<file path="src/rtl/id_stage_hazard_if.sv">
// IF/ID -> ID -> EX/PC-mux bus for the decode stage. The slave modport is the
// decode stage itself; the master modport is whatever surrounds it.
interface id_stage_hazard_if #(
    parameter int unsigned NB_DATA = 32,
    parameter int unsigned NB_ADDR = 5
);
    // IF/ID side
    logic               i_valid;
    logic [NB_DATA-1:0] i_instruction;
    logic [NB_DATA-1:0] i_pc4;
    logic               i_stall;
    logic               i_flush;
    // Writeback port
    logic               i_wb_we;
    logic [NB_ADDR-1:0] i_wb_addr;
    logic [NB_DATA-1:0] i_wb_data;
    // EX / MEM occupancy for hazard detection and branch forwarding
    logic               i_ex_we;
    logic               i_ex_memread;
    logic [NB_ADDR-1:0] i_ex_dst;
    logic               i_mem_we;
    logic               i_mem_memread;
    logic [NB_ADDR-1:0] i_mem_dst;
    logic [NB_DATA-1:0] i_mem_data;
    // Combinational control to the PC / IF stage
    logic               o_hazard;
    logic               o_jump;
    logic [NB_DATA-1:0] o_jump_addr;
    // ID/EX register
    logic               o_valid;
    logic [NB_ADDR-1:0] o_rs;
    logic [NB_ADDR-1:0] o_rt;
    logic [NB_ADDR-1:0] o_rd;
    logic [NB_DATA-1:0] o_da;
    logic [NB_DATA-1:0] o_db;
    logic [NB_DATA-1:0] o_imm;
    logic [5:0]         o_opcode;
    logic [5:0]         o_func;
    logic [4:0]         o_shamt;

    modport slave (
        input  i_valid, i_instruction, i_pc4, i_stall, i_flush,
        input  i_wb_we, i_wb_addr, i_wb_data,
        input  i_ex_we, i_ex_memread, i_ex_dst,
        input  i_mem_we, i_mem_memread, i_mem_dst, i_mem_data,
        output o_hazard, o_jump, o_jump_addr,
        output o_valid, o_rs, o_rt, o_rd, o_da, o_db, o_imm, o_opcode, o_func, o_shamt
    );

    modport master (
        output i_valid, i_instruction, i_pc4, i_stall, i_flush,
        output i_wb_we, i_wb_addr, i_wb_data,
        output i_ex_we, i_ex_memread, i_ex_dst,
        output i_mem_we, i_mem_memread, i_mem_dst, i_mem_data,
        input  o_hazard, o_jump, o_jump_addr,
        input  o_valid, o_rs, o_rt, o_rd, o_da, o_db, o_imm, o_opcode, o_func, o_shamt
    );
endinterface

</file>
<file path="src/rtl/id_stage_hazard.sv">
// MIPS instruction-decode stage: register file with write-through bypass,
// load-use / branch-operand hazard detection, branch and jump resolution with
// MEM-stage forwarding, and the ID/EX pipeline register.
module id_stage_hazard #(
    parameter int unsigned NB_DATA = 32,
    parameter int unsigned NB_ADDR = 5,
    parameter int unsigned NB_IMM  = 16,
    parameter int unsigned RA_IDX  = 31
) (
    input logic              clk,
    input logic              i_rst_n,
    id_stage_hazard_if.slave bus
);
    localparam int unsigned NREGS = 2 ** NB_ADDR;

    localparam logic [5:0] OP_RTYPE = 6'h00;
    localparam logic [5:0] OP_J     = 6'h02;
    localparam logic [5:0] OP_JAL   = 6'h03;
    localparam logic [5:0] OP_BEQ   = 6'h04;
    localparam logic [5:0] OP_BNE   = 6'h05;
    localparam logic [5:0] OP_ANDI  = 6'h0C;
    localparam logic [5:0] OP_ORI   = 6'h0D;
    localparam logic [5:0] OP_XORI  = 6'h0E;
    localparam logic [5:0] OP_SB    = 6'h28;
    localparam logic [5:0] OP_SH    = 6'h29;
    localparam logic [5:0] OP_SW    = 6'h2B;
    localparam logic [5:0] FN_JR    = 6'h08;
    localparam logic [5:0] FN_JALR  = 6'h09;

    typedef struct packed {
        logic               valid;
        logic [NB_ADDR-1:0] rs;
        logic [NB_ADDR-1:0] rt;
        logic [NB_ADDR-1:0] rd;
        logic [NB_DATA-1:0] da;
        logic [NB_DATA-1:0] db;
        logic [NB_DATA-1:0] imm;
        logic [5:0]         opcode;
        logic [5:0]         func;
        logic [4:0]         shamt;
    } idex_t;

    logic [NB_DATA-1:0] rf_q [NREGS];
    logic [NB_DATA-1:0] rf_d [NREGS];
    idex_t              idex_q, idex_d;

    // Instruction fields
    logic [5:0]         opcode, func;
    logic [NB_ADDR-1:0] rs, rt, rd;
    logic [4:0]         shamt;
    logic [NB_IMM-1:0]  imm_raw;
    logic [NB_DATA-1:0] imm_sext, imm_ext;

    assign opcode  = bus.i_instruction[31:26];
    assign rs      = bus.i_instruction[25:21];
    assign rt      = bus.i_instruction[20:16];
    assign rd      = bus.i_instruction[15:11];
    assign shamt   = bus.i_instruction[10:6];
    assign func    = bus.i_instruction[5:0];
    assign imm_raw = bus.i_instruction[NB_IMM-1:0];

    assign imm_sext = {{(NB_DATA-NB_IMM){imm_raw[NB_IMM-1]}}, imm_raw};
    assign imm_ext  = (opcode == OP_ANDI || opcode == OP_ORI || opcode == OP_XORI)
                      ? {{(NB_DATA-NB_IMM){1'b0}}, imm_raw} : imm_sext;

    // Instruction class decode
    logic is_rtype, is_jr, is_jalr, is_j, is_jal, is_beq, is_bne, is_store;
    logic rt_is_src, is_cond_br, needs_rs_now;

    assign is_rtype   = (opcode == OP_RTYPE);
    assign is_jr      = is_rtype && (func == FN_JR);
    assign is_jalr    = is_rtype && (func == FN_JALR);
    assign is_j       = (opcode == OP_J);
    assign is_jal     = (opcode == OP_JAL);
    assign is_beq     = (opcode == OP_BEQ);
    assign is_bne     = (opcode == OP_BNE);
    assign is_store   = (opcode == OP_SB) || (opcode == OP_SH) || (opcode == OP_SW);
    assign rt_is_src  = is_rtype || is_beq || is_bne || is_store;
    assign is_cond_br = is_beq || is_bne;
    // Instructions whose operands are consumed in ID rather than EX
    assign needs_rs_now = is_cond_br || is_jr || is_jalr;

    // Register reads: reg 0 is hard-wired, a same-cycle writeback bypasses the array
    logic [NB_DATA-1:0] rf_rs, rf_rt;
    assign rf_rs = (rs == '0) ? '0
                 : (bus.i_wb_we && bus.i_wb_addr == rs) ? bus.i_wb_data : rf_q[rs];
    assign rf_rt = (rt == '0) ? '0
                 : (bus.i_wb_we && bus.i_wb_addr == rt) ? bus.i_wb_data : rf_q[rt];

    // Hazard and forwarding match terms
    logic ex_nz, mem_nz;
    logic load_use, br_hazard, hazard;
    logic ex_hit_rs, ex_hit_rt, mem_ld_rs, mem_ld_rt, mem_fwd_rs, mem_fwd_rt;
    logic [NB_DATA-1:0] fwd_rs, fwd_rt;

    assign ex_nz      = (bus.i_ex_dst != '0);
    assign mem_nz     = (bus.i_mem_dst != '0);
    assign ex_hit_rs  = bus.i_ex_we && ex_nz && (bus.i_ex_dst == rs);
    assign ex_hit_rt  = bus.i_ex_we && ex_nz && (bus.i_ex_dst == rt);
    assign mem_ld_rs  = bus.i_mem_memread && mem_nz && (bus.i_mem_dst == rs);
    assign mem_ld_rt  = bus.i_mem_memread && mem_nz && (bus.i_mem_dst == rt);
    assign mem_fwd_rs = bus.i_mem_we && !bus.i_mem_memread && mem_nz && (bus.i_mem_dst == rs);
    assign mem_fwd_rt = bus.i_mem_we && !bus.i_mem_memread && mem_nz && (bus.i_mem_dst == rt);

    assign load_use  = bus.i_ex_memread && ex_nz
                       && ((bus.i_ex_dst == rs) || (rt_is_src && bus.i_ex_dst == rt));
    assign br_hazard = needs_rs_now
                       && (ex_hit_rs || mem_ld_rs || (is_cond_br && (ex_hit_rt || mem_ld_rt)));
    assign hazard    = bus.i_valid && (load_use || br_hazard);

    assign fwd_rs = mem_fwd_rs ? bus.i_mem_data : rf_rs;
    assign fwd_rt = mem_fwd_rt ? bus.i_mem_data : rf_rt;

    assign bus.o_hazard = hazard;

    // Branch / jump resolution, suppressed while stalled or stalling
    always_comb begin
        logic go;
        go              = bus.i_valid && !hazard && !bus.i_stall;
        bus.o_jump      = 1'b0;
        bus.o_jump_addr = '0;
        if (go) begin
            if ((is_beq && fwd_rs == fwd_rt) || (is_bne && fwd_rs != fwd_rt)) begin
                bus.o_jump      = 1'b1;
                bus.o_jump_addr = bus.i_pc4 + (imm_sext << 2);
            end else if (is_j || is_jal) begin
                bus.o_jump      = 1'b1;
                bus.o_jump_addr = {bus.i_pc4[NB_DATA-1:28], bus.i_instruction[25:0], 2'b00};
            end else if (is_jr || is_jalr) begin
                bus.o_jump      = 1'b1;
                bus.o_jump_addr = fwd_rs;
            end
        end
    end

    // Register file next state; writes to reg 0 are dropped
    always_comb begin
        rf_d = rf_q;
        if (bus.i_wb_we && bus.i_wb_addr != '0) begin
            rf_d[bus.i_wb_addr] = bus.i_wb_data;
        end
    end

    // Register file storage
    always_ff @(posedge clk or negedge i_rst_n) begin
        if (!i_rst_n) begin
            for (int i = 0; i < NREGS; i++) begin
                rf_q[i] <= '0;
            end
        end else begin
            rf_q <= rf_d;
        end
    end

    // ID/EX next state: flush > stall > bubble > load decoded instruction
    always_comb begin
        idex_d = idex_q;
        if (bus.i_flush) begin
            idex_d = '0;
        end else if (bus.i_stall) begin
            idex_d = idex_q;
        end else if (hazard || !bus.i_valid) begin
            idex_d = '0;
        end else begin
            idex_d.valid  = 1'b1;
            idex_d.rs     = rs;
            idex_d.rt     = rt;
            idex_d.rd     = rd;
            idex_d.da     = rf_rs;
            idex_d.db     = rf_rt;
            idex_d.imm    = imm_ext;
            idex_d.opcode = opcode;
            idex_d.func   = func;
            idex_d.shamt  = shamt;
            // Link instructions carry the return address through the ALU as pc4 + 0... + 4
            if (is_jal || is_jalr) begin
                idex_d.da = bus.i_pc4;
                idex_d.db = NB_DATA'(4);
                idex_d.rs = '0;
            end
            if (is_jal) begin
                idex_d.rt = NB_ADDR'(RA_IDX);
            end
        end
    end

    // ID/EX register
    always_ff @(posedge clk or negedge i_rst_n) begin
        if (!i_rst_n) begin
            idex_q <= '0;
        end else begin
            idex_q <= idex_d;
        end
    end

    assign bus.o_valid  = idex_q.valid;
    assign bus.o_rs     = idex_q.rs;
    assign bus.o_rt     = idex_q.rt;
    assign bus.o_rd     = idex_q.rd;
    assign bus.o_da     = idex_q.da;
    assign bus.o_db     = idex_q.db;
    assign bus.o_imm    = idex_q.imm;
    assign bus.o_opcode = idex_q.opcode;
    assign bus.o_func   = idex_q.func;
    assign bus.o_shamt  = idex_q.shamt;

endmodule
</file>
<file path="src/flat_wrapper.sv">
// flat-port wrapper written by rule: the top's interface ports become plain ports
module id_stage_hazard_flat 
#(
    parameter int unsigned NB_DATA = 32,
    parameter int unsigned NB_ADDR = 5,
    parameter int unsigned NB_IMM  = 16,
    parameter int unsigned RA_IDX  = 31
)
  (clk, i_rst_n, bus_i_valid, bus_i_instruction, bus_i_pc4, bus_i_stall, bus_i_flush, bus_i_wb_we, bus_i_wb_addr, bus_i_wb_data, bus_i_ex_we, bus_i_ex_memread, bus_i_ex_dst, bus_i_mem_we, bus_i_mem_memread, bus_i_mem_dst, bus_i_mem_data, bus_o_hazard, bus_o_jump, bus_o_jump_addr, bus_o_valid, bus_o_rs, bus_o_rt, bus_o_rd, bus_o_da, bus_o_db, bus_o_imm, bus_o_opcode, bus_o_func, bus_o_shamt);
  id_stage_hazard_if #(.NB_DATA(NB_DATA), .NB_ADDR(NB_ADDR)) bus_i ();
  input logic clk;
  input logic i_rst_n;
  input wire logic [$bits(bus_i.i_valid)-1:0] bus_i_valid;
  input wire logic [$bits(bus_i.i_instruction)-1:0] bus_i_instruction;
  input wire logic [$bits(bus_i.i_pc4)-1:0] bus_i_pc4;
  input wire logic [$bits(bus_i.i_stall)-1:0] bus_i_stall;
  input wire logic [$bits(bus_i.i_flush)-1:0] bus_i_flush;
  input wire logic [$bits(bus_i.i_wb_we)-1:0] bus_i_wb_we;
  input wire logic [$bits(bus_i.i_wb_addr)-1:0] bus_i_wb_addr;
  input wire logic [$bits(bus_i.i_wb_data)-1:0] bus_i_wb_data;
  input wire logic [$bits(bus_i.i_ex_we)-1:0] bus_i_ex_we;
  input wire logic [$bits(bus_i.i_ex_memread)-1:0] bus_i_ex_memread;
  input wire logic [$bits(bus_i.i_ex_dst)-1:0] bus_i_ex_dst;
  input wire logic [$bits(bus_i.i_mem_we)-1:0] bus_i_mem_we;
  input wire logic [$bits(bus_i.i_mem_memread)-1:0] bus_i_mem_memread;
  input wire logic [$bits(bus_i.i_mem_dst)-1:0] bus_i_mem_dst;
  input wire logic [$bits(bus_i.i_mem_data)-1:0] bus_i_mem_data;
  output wire logic [$bits(bus_i.o_hazard)-1:0] bus_o_hazard;
  output wire logic [$bits(bus_i.o_jump)-1:0] bus_o_jump;
  output wire logic [$bits(bus_i.o_jump_addr)-1:0] bus_o_jump_addr;
  output wire logic [$bits(bus_i.o_valid)-1:0] bus_o_valid;
  output wire logic [$bits(bus_i.o_rs)-1:0] bus_o_rs;
  output wire logic [$bits(bus_i.o_rt)-1:0] bus_o_rt;
  output wire logic [$bits(bus_i.o_rd)-1:0] bus_o_rd;
  output wire logic [$bits(bus_i.o_da)-1:0] bus_o_da;
  output wire logic [$bits(bus_i.o_db)-1:0] bus_o_db;
  output wire logic [$bits(bus_i.o_imm)-1:0] bus_o_imm;
  output wire logic [$bits(bus_i.o_opcode)-1:0] bus_o_opcode;
  output wire logic [$bits(bus_i.o_func)-1:0] bus_o_func;
  output wire logic [$bits(bus_i.o_shamt)-1:0] bus_o_shamt;
  assign bus_i.i_valid = bus_i_valid;
  assign bus_i.i_instruction = bus_i_instruction;
  assign bus_i.i_pc4 = bus_i_pc4;
  assign bus_i.i_stall = bus_i_stall;
  assign bus_i.i_flush = bus_i_flush;
  assign bus_i.i_wb_we = bus_i_wb_we;
  assign bus_i.i_wb_addr = bus_i_wb_addr;
  assign bus_i.i_wb_data = bus_i_wb_data;
  assign bus_i.i_ex_we = bus_i_ex_we;
  assign bus_i.i_ex_memread = bus_i_ex_memread;
  assign bus_i.i_ex_dst = bus_i_ex_dst;
  assign bus_i.i_mem_we = bus_i_mem_we;
  assign bus_i.i_mem_memread = bus_i_mem_memread;
  assign bus_i.i_mem_dst = bus_i_mem_dst;
  assign bus_i.i_mem_data = bus_i_mem_data;
  assign bus_o_hazard = bus_i.o_hazard;
  assign bus_o_jump = bus_i.o_jump;
  assign bus_o_jump_addr = bus_i.o_jump_addr;
  assign bus_o_valid = bus_i.o_valid;
  assign bus_o_rs = bus_i.o_rs;
  assign bus_o_rt = bus_i.o_rt;
  assign bus_o_rd = bus_i.o_rd;
  assign bus_o_da = bus_i.o_da;
  assign bus_o_db = bus_i.o_db;
  assign bus_o_imm = bus_i.o_imm;
  assign bus_o_opcode = bus_i.o_opcode;
  assign bus_o_func = bus_i.o_func;
  assign bus_o_shamt = bus_i.o_shamt;
  id_stage_hazard #(.NB_DATA(NB_DATA), .NB_ADDR(NB_ADDR), .NB_IMM(NB_IMM), .RA_IDX(RA_IDX)) u_core (.clk(clk), .i_rst_n(i_rst_n), .bus(bus_i));
endmodule
</file>
<file path="config.mk">
export PLATFORM = sky130hd
export DESIGN_NAME = id_stage_hazard_flat
export DESIGN_NICKNAME = d
export VERILOG_FILES = /design/src/rtl/id_stage_hazard_if.sv /design/src/rtl/id_stage_hazard.sv /design/src/flat_wrapper.sv
export SDC_FILE = /design/constraint.sdc
export NUM_CORES = 2
export LEC_CHECK = 0
export BUFFER_PORTS_ARGS = -buffer_cell sky130_fd_sc_hd__buf_2
export CAP_MARGIN = 20
export CORE_MARGIN = 4
export CORE_UTILIZATION = 55
export DETAILED_ROUTE_END_ITERATION = 8
export MAX_ROUTING_LAYER = met4
export PLACE_DENSITY = 0.78
export SLEW_MARGIN = 20
export SYNTH_ARGS = -nofsm -noshare
export SYNTH_HDL_FRONTEND = slang
export SYNTH_SLANG_ARGS = --single-unit
</file>
<file path="constraint.sdc">
create_clock -name clk -period 11.9 [get_ports clk]
set_input_delay 1.19 -clock clk [delete_from_list [all_inputs] [get_ports clk]]
set_output_delay 1.19 -clock clk [all_outputs]
set_load 0.02 [all_outputs]
</file>
---- Yosys cells after proc, flatten, opt, wreduce, memory -nomap -nowiden ----
Index checks and enable logic that the tools add are counted.
operators by class
  order comparisons ....................... 4
  reductions and logical operators ........ 56
  bitwise gates (word level) .............. 3
  add/subtract/negate cells ............... 1
  multiply operators ...................... 0
  multiplexer cells ....................... 30
  div/mod/pow operators ................... 0
  shift operators ......................... 0
  eq/ne operators ......................... 21
operators with widths
  operator                                                               count
  1024-bit bitwise mux                                                   1
  32-bit 2-to-1 mux                                                      16
  129-bit 2-to-1 mux                                                     3
  32-bit binary-select mux with 5-bit select                             2
  32-bit demux with 5-bit select                                         1
  64-bit 2-to-1 mux                                                      1
  32-bit adder                                                           1
  32-bit == test                                                         1
  32-bit inequality test                                                 1
  5-bit == test                                                          6
  6-bit by 4-bit == test with 1-bit output (second input constant)       5
  1-bit logical AND                                                      26
  1-bit logical OR                                                       20
  6-bit == test (second input constant)                                  3
  6-bit greater-or-equal comparator (second input constant)              3
  5-bit inverter with 6-bit output                                       3
  5-bit nonzero test                                                     3
  6-bit by 2-bit == test with 1-bit output (second input constant)       2
  6-bit by 3-bit == test with 1-bit output (second input constant)       2
  5-bit zero test                                                        2
  5-bit 2-to-1 mux                                                       2
  6-bit zero test                                                        1
  6-bit by 1-bit < comparator with 1-bit output (second input constant)  1
  1-bit zero test                                                        4
  other kinds (2)                                                        5
storage, ports and cells
  RAM bits ................................ 0
  logic and storage cells ................. 157
  latch bits .............................. 0
  bits in read-only memories .............. 0
  input bits .............................. 153
  memories ................................ 0
  output and inout bits ................... 163
  bits in registers ....................... 1,153

---- Logic depth before layout (Yosys ltp) ----
  word-level depth ........................ 13
  gate-level depth with buffers ........... 21
  gate-level depth less buffers ........... 15

---- Worst setup path after synthesis ----
OpenSTA, ideal clock, no wires.
  path kind ............................... input -> output
  from .................................... input port bus_i_instruction[21]
  to ...................................... output port bus_o_jump_addr[27]
  stages on the path ...................... 16
  data arrival time ....................... 5,207 ps
  setup slack ............................. 5,503 ps
  buffers on the path ..................... 3
  data required time ...................... 10,710 ps
  cells stage by stage .................... buf_6 buf_4 buf_4 mux4_2 mux4_2 nand2_1 nand3_1 a21oi_1 xnor2_1 nand4_1 nor4_1 nand4_1 nor4_2 mux2i_2 nand2_4 o31ai_1
on the way
  word-level cells in the longest chain between the ends .. 12
  elaborated cells on any way between the ends .. 34
  those cells by class .................... eq/ne (5); mux (10); bitwise (1); reduce/logical (18)
ends and longest elaborated chain
  element                                                   line                    RTL
  start, declared                                           flat_wrapper.sv:14      input wire logic [$bits(bus_i.i_instruction)-1:0] bus_i_instruction;
  5-bit inverter with 6-bit output (implied by the code)    id_stage_hazard.sv:86   : (bus.i_wb_we && bus.i_wb_addr == rs) ? bus.i_wb_data : rf_q[rs];
  32-bit binary-select mux with 5-bit select                id_stage_hazard.sv:86
  32-bit 2-to-1 mux (implied by the code) (2 in series)     id_stage_hazard.sv:86
  32-bit 2-to-1 mux                                         id_stage_hazard.sv:86
  32-bit 2-to-1 mux                                         id_stage_hazard.sv:85   assign rf_rs = (rs == '0) ? '0
  32-bit 2-to-1 mux                                         id_stage_hazard.sv:111  assign fwd_rs = mem_fwd_rs ? bus.i_mem_data : rf_rs;
  32-bit == test or 32-bit inequality test (tied branches)  id_stage_hazard.sv:123  if ((is_beq && fwd_rs == fwd_rt) || (is_bne && fwd_rs != fwd_rt)) begin
  1-bit logical AND                                         id_stage_hazard.sv:123
  1-bit logical OR                                          id_stage_hazard.sv:123
  32-bit 2-to-1 mux                                         id_stage_hazard.sv:123
  32-bit 2-to-1 mux *                                       id_stage_hazard.sv:122  if (go) begin
  end, declared                                             flat_wrapper.sv:30      output wire logic [$bits(bus_i.o_jump_addr)-1:0] bus_o_jump_addr;
Every way passes the cells marked *; elsewhere a longest branch is shown, timed or not. The select of a mux whose other input is x is not followed.

---- Final worst setup path ----
  from .................................... input port bus_i_instruction[21]
  to ...................................... output port bus_o_jump_addr[6]
Same word-level chain as after synthesis.

==> impl_metrics.ini <==
[setup_path]
end_kind = output pin
path_cells = buf_8, xnor2_1, nand4_1, or2_2, o21ai_0, o21ai_0, xnor2_1, nor3_1, nand4_1, nor4_2, mux2i_2, nand2_4, o21ai_0, buf_2
critical_path.n_buffers_inverters = 2
critPathKind = in -> out
cpPeakStageDelay_ns = 1.09
cp_max_fo = 67
cp_data_arrival_time_ns = 8.12
cp_slowest_cell = o21ai_0
critPathLaunchType = input port
critPathRequiredTime_ns = 10.71
cp_common_cell = o21ai_0
cpLargestDelayFamily = simple AND/OR/NAND/NOR gates

[yosys]
synthAdderAreaFrac_pct = 0.6004
synth_compound_area_share_pct = 7.547
yosys.area_share.simple_pct = 4.270
syn_nets = 4907
synth.area.mux_share_pct = 37.76
synth_xor_area_share_pct = 1.209
syn-cell-area_mm2 = 0.06376
synth_cell_types = 89
syn_inst = 4724
synth_edf_count = 0
avgSynthCellArea_um2 = 13.50
synth_top_family_by_area = multiplexers
synthArstFlopShare_pct = 100.0
ys.flop_type = dfrtp_1
synth-seq-cells = 1122
yosysSeqAreaShare_pct = 44.03
yosysWarnings = 0

[route]
finalWirelength_um = 225700
avgRoutedWirePerCell_um = 35.44
dr.pass1.iters = 8
vias = 46320
postRouteAntennaNets = 0
routed_via_density = 7.275
dr.first_iter.drc_count = 6419
remaining_drc_errors = 0

[clock_network]
clock_tree.root_cell = clkbuf_16
cts.path.max_buffers = 3
path_clk_slew_ns = 0.06
cts.htree.levels = 3
clock_sinks = 1122
cts_setup_buffers = 0
clkLatencyLatePin_ns = 0.75
ctsResizeCount = 0
numCtsBuffers = 118
holdBufCountCts = 0
cts_tree = built

[layout]
final_area_mm2 = 0.06967
final_layout_size_suffix_gt1_share_pct = 44.67
layout_commonest_cell = dfrtp_1
final_cells = 6367
nets = 4926
final_core_util_pct = 60.76
final_cell_mix = dfrtp_1, mux2_2, mux4_2
synthToLayoutAreaGrowth_pct = 9.258

[place]
dp_slack_ns = 2.943
placed_cell_area_mm2 = 0.06557
dp_cells = 6133
numPortBuffers = 315
place.gp.congestion = 1.001
hpwlAfterDp_um = 142700

[floorplanning]
die_w_um = 348.5
core-area_mm2 = 0.1147
io_pins = 316
initial_core_util_pct = 55.61
die_h_um = 348.5
die_area_mm2 = 0.1214
num_rows = 124

[global_route]
grt.overflow.total = 0
antenna_found_initial = 18
grt_usage_pct = 37.79
grt_use_met3_pct = 14.48
gr-usage-met2_pct = 53.45
grt_pass1_vias = 46150
use_met1_pct = 47.72
grt_busiest_layer = met2
grt_max_degree = 158
grt_pass1_wl_um = 325700

[sta]
slew_violations = 0
worstMarginPinSlew_ns = 1.310
max_freq_mhz = 107.5
setup_viol = 0
fin_worst_skew_ns = 0.02505
rsz0062_at_grt = no
postLayoutSetupSlackWorst_ns = 2.593
min_period_over_period_pct = 78.21
finalHoldWorstSlack_ns = 0.3972
finalHoldViolCount = 0
period_needed_ns = 9.307
setup_tns_ns = 0
slew_headroom_pct = 12.60

[job]
cap_violations = 0

[power_and_ir_drop]
peakVddDrop_uv = 134.3
power_mw = 11.49
power.density_mw_per_mm2 = 165.0
leakagePower_nw = 30.90

[run_status]
status = complete, no violations

[worst_hold_path]
hp-class = reg -> reg
worst paths after layout:
kind | startpoint | to | slack [ns] | cells after the start
min in group asynchronous | i_rst_n | u_core.bus.o_da[29]$_DFFE_PN0P_ | 0.55 | 1
min | u_core.rf_q[999]$_DFFE_PN0P_ | u_core.rf_q[999]$_DFFE_PN0P_ | 0.40 | 0
max in group asynchronous | i_rst_n | u_core.rf_q[129]$_DFFE_PN0P_ | 8.82 | 3
max reg2reg | u_core.rf_q[276]$_DFFE_PN0P_ | u_core.bus.o_da[20]$_DFFE_PN0P_ | 8.82 | 8
max | bus_i_instruction[21] | bus_o_jump_addr[6] | 2.59 | 14
min reg2reg | u_core.rf_q[999]$_DFFE_PN0P_ | u_core.rf_q[999]$_DFFE_PN0P_ | 0.40 | 0
layout make-up:
class                   instances  area (µm²)
inverters                      18       67.56
fillers                      8734       44990
well taps                    1512        1892
repair buffers                426        2551
multi-input cells            3057       33000
diodes                         17       42.54
clock buffers                 172        3496
flip-flops and latches       1122       28080
clock inverters                43       541.8
flip-flops by register name, summed over array words and instances (netlist names):
register	count
u_core.bus.o_opcode	6
u_core.bus.o_func	5
u_core.rf_q	1024
u_core.bus.o_db	32
u_core.bus.o_rt	5
u_core.bus.o_da	32
u_core.bus.o_shamt	4
u_core.bus.o_rs	5
u_core.bus.o_imm	8
u_core.bus.o_valid	1
worst register-to-register path: stages, from the launching register on:
cell     delay (ns)
dfrtp_1        0.40
mux4_2         0.48
a22oi_1        0.30
a21oi_1        0.10
or3_1          0.50
o21ai_1        0.56
nor3_1         0.31
a21oi_1        0.21
o21ai_0        0.09
per-layer routing:
layer / share of wire (%) / vias up
li1: - / 18140
met1: 37 / 23910
met2: 43 / 3478
met3: 14 / 799
met4: 6.3 / 0
met5: 0 / -
cells by family after synthesis:
| logic type | Yosys count |
|---|---|
| buffers and inverters | 545 |
| flip-flops | 1122 |
| AO/OA/AOI/OAI | 690 |
| adder cells (fa/ha/maj) | 30 |
| XOR/XNOR | 88 |
| AND/OR/NAND/NOR | 551 |
| multiplexers | 1698 |
synthesized netlist by cell type, types with 7 or more instances:
library cell / n / area [µm²]
nand4_1: 13 / 81.33
and3_1: 18 / 112.6
nor2_1: 97 / 364.1
inv_1: 18 / 67.56
nand3b_1: 7 / 52.55
a22o_1: 77 / 674.4
buf_2: 76 / 380.4
and2_1: 9 / 56.30
a221oi_1: 22 / 192.7
nor4_1: 14 / 87.58
buf_8: 13 / 195.2
clkbuf_1: 283 / 1062
o31ai_1: 18 / 135.1
o21ai_2: 18 / 157.7
a211oi_1: 13 / 97.59
dfrtp_1: 1122 / 28080
a2bb2oi_1: 8 / 70.07
a22oi_1: 141 / 1059
a31oi_1: 8 / 50.05
nand2b_1: 17 / 106.4
nand2_1: 198 / 743.2
o21ai_0: 135 / 675.7
buf_4: 52 / 390.4
mux4_2: 446 / 10040
buf_12: 16 / 320.3
a21oi_1: 112 / 560.5
nand3_1: 55 / 275.3
nor2b_1: 24 / 150.1
xnor2_1: 52 / 455.4
mux4_1: 15 / 394.1
mux2_2: 998 / 11240
mux2i_1: 237 / 2372
buf_1: 63 / 236.5
a21o_1: 18 / 135.1
xor2_1: 36 / 315.3
ha_1: 29 / 362.9
or3_1: 14 / 87.58
nor3b_1: 8 / 60.06
buf_6: 24 / 270.3
nor3_1: 36 / 180.2
or3b_2: 7 / 61.31
o22ai_1: 43 / 269.0
o211ai_1: 10 / 75.07
power by group:
part,internal (mW),switching (mW),leakage (nW)
Clock,2.21,1.63,2.00
Combinational,1.37,1.27,14.4
Sequential,4.49,0.511,14.5
Total,8.07,3.42,30.9
(Power assumes the default switching activity.)
